$ cat config.mk
export PLATFORM = sky130hd
export DESIGN_NAME = stream_packer_flat
export DESIGN_NICKNAME = d
export VERILOG_FILES = /design/src/rtl/stream_packer_pkg.sv /design/src/rtl/stream_packer_if.sv /design/src/rtl/stream_packer_idle_timer.sv /design/src/rtl/stream_packer.sv /design/src/flat_wrapper.sv
export SDC_FILE = /design/constraint.sdc
export NUM_CORES = 1
export LEC_CHECK = 0
export ABC_AREA = 1
export CAP_MARGIN = 20
export CORE_MARGIN = 2
export CORE_UTILIZATION = 35
export CTS_CLUSTER_DIAMETER = 120
export DETAILED_ROUTE_END_ITERATION = 10
export PLACE_DENSITY = 0.61
export SYNTH_ARGS = -nofsm -noshare
export SYNTH_HDL_FRONTEND = slang
export SYNTH_SLANG_ARGS = --single-unit
$ cat constraint.sdc
create_clock -name clk_i -period 3.85 [get_ports clk_i]
set_clock_uncertainty 0.1 [all_clocks]
set_input_delay 0.77 -clock clk_i [delete_from_list [all_inputs] [get_ports clk_i]]
set_output_delay 0.77 -clock clk_i [all_outputs]
set_load 0.01 [all_outputs]
$ cat src/rtl/stream_packer_pkg.sv
// Shared widths, lane-mask type and keep-mask helper for stream_packer.
package stream_packer_pkg;

   localparam int unsigned DATA_WIDTH = 11;
   localparam int unsigned RATIO      = 4;
   localparam int unsigned COUNT_W    = $clog2(RATIO);
   localparam int unsigned OUT_W      = RATIO * DATA_WIDTH;

   typedef logic [RATIO-1:0]   lane_keep_t;
   typedef logic [COUNT_W-1:0] count_t;

   // Lanes below count are valid: (1 << count) - 1, contiguous from lane 0.
   function automatic lane_keep_t keep_from_count(input count_t count);
      lane_keep_t keep;
      for (int k = 0; k < RATIO; k++) begin
         keep[k] = (k < int'(count));
      end
      return keep;
   endfunction

endpackage

$ cat src/rtl/stream_packer_if.sv
// Narrow-in / wide-out handshake bundle of stream_packer, with producer/consumer
// side (master) and packer side (slave) modports.
interface stream_packer_if;
   import stream_packer_pkg::*;

   logic [DATA_WIDTH-1:0] data_i;
   logic                  valid_i;
   logic                  ready_o;
   logic                  flush_i;
   logic [OUT_W-1:0]      data_o;
   lane_keep_t            keep_o;
   logic                  valid_o;
   logic                  ready_i;

   modport master (
      output data_i, valid_i, flush_i, ready_i,
      input  ready_o, data_o, keep_o, valid_o
   );

   modport slave (
      input  data_i, valid_i, flush_i, ready_i,
      output ready_o, data_o, keep_o, valid_o
   );

endinterface

$ cat src/rtl/stream_packer_idle_timer.sv
// Saturating idle-cycle counter; hit marks the TIMEOUT-th consecutive idle cycle.
module stream_packer_idle_timer #(
   parameter int unsigned TIMEOUT = 64
) (
   input  logic clk_i,
   input  logic rst_i,
   input  logic idle,
   input  logic accept,
   output logic hit
);
   localparam int unsigned W = $clog2(TIMEOUT + 1);
   localparam logic [W-1:0] LIMIT  = W'(TIMEOUT);
   localparam logic [W-1:0] HIT_AT = W'(TIMEOUT - 1);

   logic [W-1:0] cnt;

   assign hit = idle && (cnt == HIT_AT);

   // Idle cycle counter: cleared by traffic, held at LIMIT once reached.
   always_ff @(posedge clk_i or posedge rst_i) begin
      if (rst_i) begin
         cnt <= {W{1'b0}};
      end else if (accept) begin
         cnt <= {W{1'b0}};
      end else if (idle && (cnt != LIMIT)) begin
         cnt <= cnt + 1'b1;
      end
   end

endmodule

$ cat src/rtl/stream_packer.sv
// Packs RATIO narrow words into one wide word with a lane keep mask.
// Optional idle auto-flush is enabled by defining STREAM_PACKER_TIMEOUT_EN.
module stream_packer
   import stream_packer_pkg::*;
#(
   parameter int unsigned TIMEOUT = 64
) (
   input  logic           clk_i,
   input  logic           rst_i,
   stream_packer_if.slave bus
);
   localparam count_t LAST_LANE = count_t'(RATIO - 1);

   count_t                           count;
   logic                             flush_pend;
   logic [RATIO-1:0][DATA_WIDTH-1:0] acc;
   logic [OUT_W-1:0]                 data_q;
   lane_keep_t                       keep_q;
   logic                             valid_q;

   logic             out_free;
   logic             last_lane;
   logic             accept;
   logic             full_load;
   logic             flush_req;
   logic             timeout_hit;
   lane_keep_t       cur_keep;
   logic [OUT_W-1:0] full_word;
   logic [OUT_W-1:0] partial_word;

   assign out_free    = !valid_q || bus.ready_i;
   assign last_lane   = (count == LAST_LANE);
   assign bus.ready_o = !flush_pend && (!last_lane || out_free);
   assign accept      = bus.valid_i && bus.ready_o;
   assign full_load   = accept && last_lane;
   // A flush that coincides with the completing word has nothing left to emit.
   assign flush_req   = (bus.flush_i || timeout_hit) && !full_load
                        && ((count != {COUNT_W{1'b0}}) || accept);
   assign cur_keep    = keep_from_count(count);
   assign full_word   = {bus.data_i, acc[RATIO-2:0]};

   assign bus.data_o  = data_q;
   assign bus.keep_o  = keep_q;
   assign bus.valid_o = valid_q;

`ifdef STREAM_PACKER_TIMEOUT_EN
   stream_packer_idle_timer #(
      .TIMEOUT (TIMEOUT)
   ) u_idle_timer (
      .clk_i  (clk_i),
      .rst_i  (rst_i),
      .idle   ((count != {COUNT_W{1'b0}}) && !flush_pend && !accept),
      .accept (accept),
      .hit    (timeout_hit)
   );
`else
   assign timeout_hit = 1'b0;
`endif

   // Partial word with stale lanes above count forced to zero.
   always_comb begin
      partial_word = {OUT_W{1'b0}};
      for (int k = 0; k < RATIO; k++) begin
         if (cur_keep[k]) begin
            partial_word[k*DATA_WIDTH +: DATA_WIDTH] = acc[k];
         end else begin
            partial_word[k*DATA_WIDTH +: DATA_WIDTH] = {DATA_WIDTH{1'b0}};
         end
      end
   end

   // Accumulator, lane count, flush request and output register.
   always_ff @(posedge clk_i or posedge rst_i) begin
      if (rst_i) begin
         count      <= {COUNT_W{1'b0}};
         flush_pend <= 1'b0;
         acc        <= {(RATIO*DATA_WIDTH){1'b0}};
         data_q     <= {OUT_W{1'b0}};
         keep_q     <= {RATIO{1'b0}};
         valid_q    <= 1'b0;
      end else begin
         if (accept) begin
            acc[count] <= bus.data_i;
            count      <= last_lane ? {COUNT_W{1'b0}} : count + 1'b1;
         end
         if (flush_req) begin
            flush_pend <= 1'b1;
         end
         if (out_free) begin
            if (full_load) begin
               data_q  <= full_word;
               keep_q  <= {RATIO{1'b1}};
               valid_q <= 1'b1;
            end else if (flush_pend) begin
               data_q     <= partial_word;
               keep_q     <= cur_keep;
               valid_q    <= 1'b1;
               count      <= {COUNT_W{1'b0}};
               flush_pend <= 1'b0;
            end else begin
               valid_q <= 1'b0;
            end
         end
      end
   end

endmodule

$ cat src/flat_wrapper.sv
// flat-port wrapper written by rule: the top's interface ports become plain ports
module stream_packer_flat import stream_packer_pkg::*;
#(
   parameter int unsigned TIMEOUT = 64
)
  (clk_i, rst_i, bus_data_i, bus_valid_i, bus_flush_i, bus_ready_i, bus_ready_o, bus_data_o, bus_keep_o, bus_valid_o);
  stream_packer_if bus_i ();
  input  logic clk_i;
  input  logic rst_i;
  input wire logic [$bits(bus_i.data_i)-1:0] bus_data_i;
  input wire logic [$bits(bus_i.valid_i)-1:0] bus_valid_i;
  input wire logic [$bits(bus_i.flush_i)-1:0] bus_flush_i;
  input wire logic [$bits(bus_i.ready_i)-1:0] bus_ready_i;
  output wire logic [$bits(bus_i.ready_o)-1:0] bus_ready_o;
  output wire logic [$bits(bus_i.data_o)-1:0] bus_data_o;
  output wire logic [$bits(bus_i.keep_o)-1:0] bus_keep_o;
  output wire logic [$bits(bus_i.valid_o)-1:0] bus_valid_o;
  assign bus_i.data_i = bus_data_i;
  assign bus_i.valid_i = bus_valid_i;
  assign bus_i.flush_i = bus_flush_i;
  assign bus_i.ready_i = bus_ready_i;
  assign bus_ready_o = bus_i.ready_o;
  assign bus_data_o = bus_i.data_o;
  assign bus_keep_o = bus_i.keep_o;
  assign bus_valid_o = bus_i.valid_o;
  stream_packer #(.TIMEOUT(TIMEOUT)) u_core (.clk_i(clk_i), .rst_i(rst_i), .bus(bus_i));
endmodule
==> impl_metrics.json, run 1 <==
{
  "status": "completed",
  "clk_latency_ns": 0.35,
  "cts_root_buf": "clkbuf_8",
  "synth_cells": 419,
  "ys_top_cells_by_area": "dfrtp_1, nand2_1, inv_1",
  "whs_ns": 0.375,
  "post-route-period-util_pct": 78.5,
  "drcViolationCount": 0,
  "grt_pass1_vias": 2823,
  "maxCapViolCount": 0,
  "clk_pin_slew_ns": 0.08,
  "routed_wl_um": 8440,
  "grt_use_total_pct": 16.2,
  "max_freq_mhz": 331,
  "path_class": "flop to output port",
  "initial_utilization_pct": 35.4,
  "via_per_inst": 4.70,
  "cp_max_fo": 16,
  "globalRouteOverflowTotal": 0,
  "total_power_mw": 3.60,
  "cp.required_ns": 2.98,
  "dp.cells": 602,
  "drive_gt1_share_pct": 6.22,
  "synth_top_area_share_pct": 59.0,
  "antenna_found_initial": 0,
  "maxSlewHeadroom_pct": 47.2,
  "p_leak_nw": 2.30,
  "grt_setup_unrepaired": "false",
  "die_x_um": 106,
  "gp_congestion": 0.769,
  "crit_slowest_cell": "dfrtp_1",
  "antenna_cells": 0,
  "end_kind": "output port",
  "grt_pass1_wl_um": 14200,
  "worst-path-buf-inv": 2,
  "r2r-start": "u_core.count[1]$_DFF_PP0_",
  "cts_made_buffers": 9,
  "ant_nets": 0,
  "htreeDepth": 3,
  "fin_nets": 499,
  "pin_count": 66,
  "dp_hpwl_um": 5630,
  "crit_start": "u_core.count[1]$_DFF_PP0_",
  "crit_path_frequent_cell": "nand2_1",
  "cts_resized": 0,
  "post-route-min-period_ns": 3.02,
  "path_delay_family": "flip-flops",
  "drt_first_iter_violations": 141,
  "wl_per_cell_um": 13.7,
  "die-area_um2": 11100,
  "firstDrtPassIters": 4,
  "core_um2": 10200,
  "yosys_warnings": 0,
  "critical-path-max-stage-delay_ns": 0.68,
  "die_y_um": 106,
  "area_growth_pct": 27.2,
  "startpoint_type": "flop",
  "synth.distinct_cells": 21,
  "grt_max_degree": 48,
  "cp_cell_sequence": "ha_1 > nand2_1 > nand2_1 > inv_1 > clkdlybuf4s50_1",
  "hold_path.class": "flop to flop",
  "fin_tns_setup_ns": 0,
  "worstPathArrival_ns": 2.15,
  "clockBufferDepth": 2,
  "final_hold_viol_count": 0,
  "worst_pin_slew_ns": 0.792,
  "synth_seq_cells": 85,
  "stdcell_count": 618,
  "yosysSeqAreaShare_pct": 59.0,
  "cts_setup_buffers": 0,
  "cts.sinks": 85,
  "cts_tree": "done",
  "yosysTopAreaCell": "dfrtp_1",
  "portBuffers": 65,
  "rows": 37,
  "avgSynthCellArea_um2": 8.61,
  "vdd_drop_max_v": 0.000243,
  "via_count": 2906,
  "synthesis.nets": 441,
  "ctsHoldBuffers": 0,
  "hold_start": "u_core.bus.data_o[33]$_DFFE_PP0P_",
  "netlist_area_um2": 3610,
  "drv_slew": 0,
  "finalSetupViolations": 0,
  "ff2ff_setup_slack_ns": 1.31,
  "powerDensity_nw_per_um2": 785
}
[metal layers]
layer / part of all wire, % / track usage (%) / up-vias
li1: - / - / 1413
met1: 49 / 22.9 / 1418
met2: 45 / 24.4 / 66
met3: 5.1 / 3.90 / 9
met4: 1.0 / 5.64 / 0
met5: 0 / 0 / -
[where the power goes]
| group | total (mW) | switching (mW) | internal (mW) |
|---|---|---|---|
| Clock | 0.708 | 0.323 | 0.385 |
| Combinational | 1.42 | 0.788 | 0.630 |
| Sequential | 1.47 | 0.203 | 1.27 |
| Total | 3.60 | 1.31 | 2.29 |
[worst register-to-register path: stages, from the launching register on]
cell	delay, ns
dfrtp_1	0.59
ha_1	0.39
nand2_1	0.14
nand3_2	0.29
nor2_2	0.71
o21ai_0	0.19
[cell families (layout without fill, tap and decap cells)]
| family | Yosys count | after routing | share of synthesized area [%] |
|---|---|---|---|
| DFF | 85 | 85 | 59.0 |
| buffers and inverters | 59 | 122 | 6.87 |
| and+or+nand+nor | 211 | 211 | 24.0 |
| AOI/OAI and AO/OA | 58 | 58 | 8.08 |
| adders and majority gates | 6 | 6 | 2.08 |
[final cells by class]
type / instances / area (um^2)
clock buffers: 11 / 141
multi-input cells: 275 / 1230
repair buffers: 69 / 693
clock inverters: 5 / 83.8
inverters: 37 / 140
fillers: 1014 / 5600
flip-flops and latches: 85 / 2130
well taps: 136 / 170
[flip-flops by register name, summed over array words and instances, names as in the netlist]
| name | flops |
|---|---|
| u_core.acc | 33 |
| u_core.count | 2 |
| u_core.bus.valid_o | 1 |
| u_core.bus.data_o | 44 |
| u_core.bus.keep_o | 4 |
| u_core.flush_pend | 1 |
[worst paths after layout]
check | endpoint | cells past startpoint
hold reg to reg | u_core.bus.data_o[33]$_DFFE_PP0P_ | 2
max in group asynchronous | u_core.acc[7]$_DFFE_PP0P_ | 3
min in group asynchronous | u_core.bus.keep_o[2]$_DFFE_PP0P_ | 2
setup / recovery | bus_ready_o | 5
hold / removal | u_core.bus.data_o[33]$_DFFE_PP0P_ | 2
setup reg to reg | u_core.acc[30]$_DFFE_PP0P_ | 5
[per-stage QoR]
step | setup WS (ns) | area, um^2 | util (%)
6_report | 0.828 | 4590 | 45.0
5_1_grt | 0.685 | 4590 | 45.0
4_1_cts | 0.822 | 4590 | 45.0
3_5_place_dp | 0.895 | 4360 | 42.8
3_3_place_gp | 0.886 | 4360 | 42.8
2_1_floorplan | 0.787 | 3610 | -
[cell usage after synthesis]
library cell and count:
a21oi_1 23, a31oi_1 1, buf_1 1, buf_2 8
buf_4 4, clkbuf_1 8, clkbuf_2 1, dfrtp_1 85
ha_1 6, inv_1 34, inv_2 3, nand2_1 187
nand2_4 1, nand3_1 1, nand3_2 1, nand4_1 12
nand4_4 1, nor2_1 4, nor2_2 4, o21ai_0 23
o21ai_1 11
[placed cells by master, fill, tap and decap left out]
cell type,netlist,routed
nand2_1,187,187
dfrtp_1,85,85
clkdlybuf4s50_1,0,65
inv_1,34,33
a21oi_1,23,23
o21ai_0,23,23
nand4_1,12,12
o21ai_1,11,11
clkbuf_8,0,10
ha_1,6,6
nor2_2,4,4
nor2_1,4,4
inv_2,3,3
buf_4,4,3
clkinvlp_4,0,2
bufinv_16,0,2
nand2_4,1,1
a31oi_1,1,1
nand4_4,1,1
nand3_2,1,1
nand3_1,1,1
clkinv_2,0,1
clkinv_4,0,1
clkbuf_1,8,1
buf_12,0,1
(Power assumes the default switching activity.)
==> inputs of run 2 (changes only) <==
==> constraint.sdc (replaced) <==
create_clock -name clk_i -period 2.8 [get_ports clk_i]
set_clock_uncertainty 0.1 [all_clocks]
set_input_delay 0.56 -clock clk_i [delete_from_list [all_inputs] [get_ports clk_i]]
set_output_delay 0.56 -clock clk_i [all_outputs]
set_load 0.01 [all_outputs]
==> run 2 against run 1 <==
Compared with the run above: register-to-register slack worse by 0.45 ns; hold slack better by 0.0076 ns; die area unchanged; routed wire length up 2.9%; critical path depth up 1; count of clock-buffer cells in the layout down 2; sequential power up 36%; utilization up 1.0 points; final cell count up 1.5%; highest routed layer unchanged.
==> impl_metrics.json, run 2 (synthesis results as in run 1) <==
{
  "clk_latency_ns": 0.36,
  "initial_utilization_pct": 35.4,
  "p_sw_mw": 1.85,
  "via_per_inst": 4.70,
  "path_delay_family": "buffers and inverters",
  "critical-path-max-stage-delay_ns": 0.46,
  "cts_setup_buffers": 0,
  "switching_share_pct": 36.2,
  "seqPwrFrac_pct": 39.1,
  "p_comb_share_pct": 40.1,
  "finalSetupViolations": 0,
  "cts_made_buffers": 9,
  "powerDensity_nw_per_um2": 1090,
  "clk_pin_slew_ns": 0.09,
  "crit_cells": 6,
  "endpoint": "bus_ready_o",
  "rr_endpoint": "u_core.acc[30]$_DFFE_PP0P_",
  "crit_slowest_cell": "clkdlybuf4s50_1",
  "cts_root_buf": "clkbuf_8",
  "grt_pass1_vias": 2890,
  "ant_nets": 0,
  "most-common-layout-cells": "nand2_1, dfrtp_1, clkdlybuf4s50_1",
  "fin_area_um2": 4690,
  "crit_start": "bus_ready_i",
  "vdd_drop_max_v": 0.000345,
  "via_count": 2948,
  "end_kind": "output port",
  "clockBufferDepth": 2,
  "grt_pass1_wl_um": 14400,
  "routed_wl_um": 8690,
  "status": "completed",
  "antenna_cells": 0,
  "worst-path-buf-inv": 3,
  "cts_tree": "done",
  "post-route-min-period_ns": 2.53,
  "drv_slew": 0,
  "ff2ff_setup_slack_ns": 0.86,
  "grt_use_total_pct": 16.7,
  "p_leak_nw": 2.36,
  "worstPathArrival_ns": 1.87,
  "firstDrtPassIters": 4,
  "rows": 37,
  "cp.required_ns": 2.14,
  "cp_cell_sequence": "clkdlybuf4s50_1 > nor2_2 > nand2_1 > nand2_1 > inv_1 > clkdlybuf4s50_1",
  "hold_start": "u_core.bus.data_o[24]$_DFFE_PP0P_",
  "worst_pin_slew_ns": 0.445,
  "startpoint_type": "input pin",
  "final_common_cell": "nand2_1",
  "drcViolationCount": 0,
  "globalRouteOverflowTotal": 0,
  "die_x_um": 106,
  "r2r-start": "u_core.count[0]$_DFF_PP0_",
  "dp_hpwl_um": 5960,
  "area_growth_pct": 30.0,
  "ctsHoldBuffers": 0,
  "die_y_um": 106,
  "pin_count": 66,
  "gp_congestion": 0.771,
  "grt_setup_unrepaired": "false",
  "maxCapViolCount": 0,
  "htreeDepth": 3,
  "grt_max_degree": 44,
  "core_um2": 10200,
  "p_clk_share_pct": 20.8,
  "placement.cell_area_um2": 4440,
  "cts.sinks": 85,
  "path_class": "input pin to output port",
  "r2r_cells": 7,
  "fin_nets": 508,
  "antenna_found_initial": 0,
  "wl_per_cell_um": 13.9,
  "drive_gt1_share_pct": 8.15,
  "fin_tns_setup_ns": 0,
  "hold_path.class": "flop to flop",
  "p_int_mw": 3.27,
  "drt_first_iter_violations": 162,
  "maxSlewHeadroom_pct": 70.2,
  "post-route-period-util_pct": 90.4,
  "cp_max_fo": 3,
  "final_hold_viol_count": 0,
  "portBuffers": 65,
  "largest_reg_flops": 44,
  "die-area_um2": 11100,
  "cts_resized": 0,
  "max_freq_mhz": 395
}
## run 2: stage by stage
stage / hold WS (ns) / instances / power (mW) / worst slack (ns) / utilization (%)
2_1_floorplan: 0.365 / 419 / 3.17 / 1.16 / -
3_5_place_dp: 0.363 / 611 / 4.10 / 0.259 / 43.6
5_1_grt: 0.405 / 627 / 5.50 / 0.161 / 46.0
4_1_cts: 0.387 / 627 / 5.18 / 0.249 / 46.0
6_report: 0.383 / 627 / 5.12 / 0.269 / 46.0
3_3_place_gp: 0.362 / 611 / 4.05 / 0.261 / 43.6
## run 2: power by group through the flow
stage / logic [mW] / registers, mW / clock network (mW)
floorplan: 1.04 / 2.13 / 0
global placement: 2.03 / 2.02 / 0
detailed placement: 2.07 / 2.03 / 0
CTS: 2.08 / 2.01 / 1.09
global route: 2.29 / 2.07 / 1.14
finish: 2.05 / 2.00 / 1.06
## run 2: worst min-delay path by stage
stage	to	depth (start not counted)
finish	u_core.bus.data_o[24]$_DFFE_PP0P_	2
global route	u_core.bus.data_o[11]$_DFFE_PP0P_	2
CTS	u_core.bus.data_o[35]$_DFFE_PP0P_	2
detailed placement	u_core.bus.data_o[43]$_DFFE_PP0P_	2
global placement	u_core.bus.data_o[22]$_DFFE_PP0P_	2
floorplan	u_core.acc[11]$_DFFE_PP0P_	2
## run 2: final cells by class
type / count / area, um^2
fillers: 1012 / 5500
flip-flops and latches: 85 / 2130
multi-input cells: 275 / 1230
repair buffers: 78 / 773
well taps: 136 / 170
inverters: 37 / 143
clock buffers: 9 / 124
clock inverters: 7 / 121
## run 2: worst min-delay path: stages, from the launching register on
cell and delay, ns:
dfrtp_1 0.35, nand2_1 0.05, nand2_1 0.06
## run 2: routing by layer
metal	wire, um	share of wire, %	track usage [%]	up-vias
met3	450	5.2	3.71	11
met2	3990	46	25.2	76
met4	125	1.4	6.67	0
li1	-	-	-	1441
met5	0	0	0	-
met1	4120	47	23.4	1420
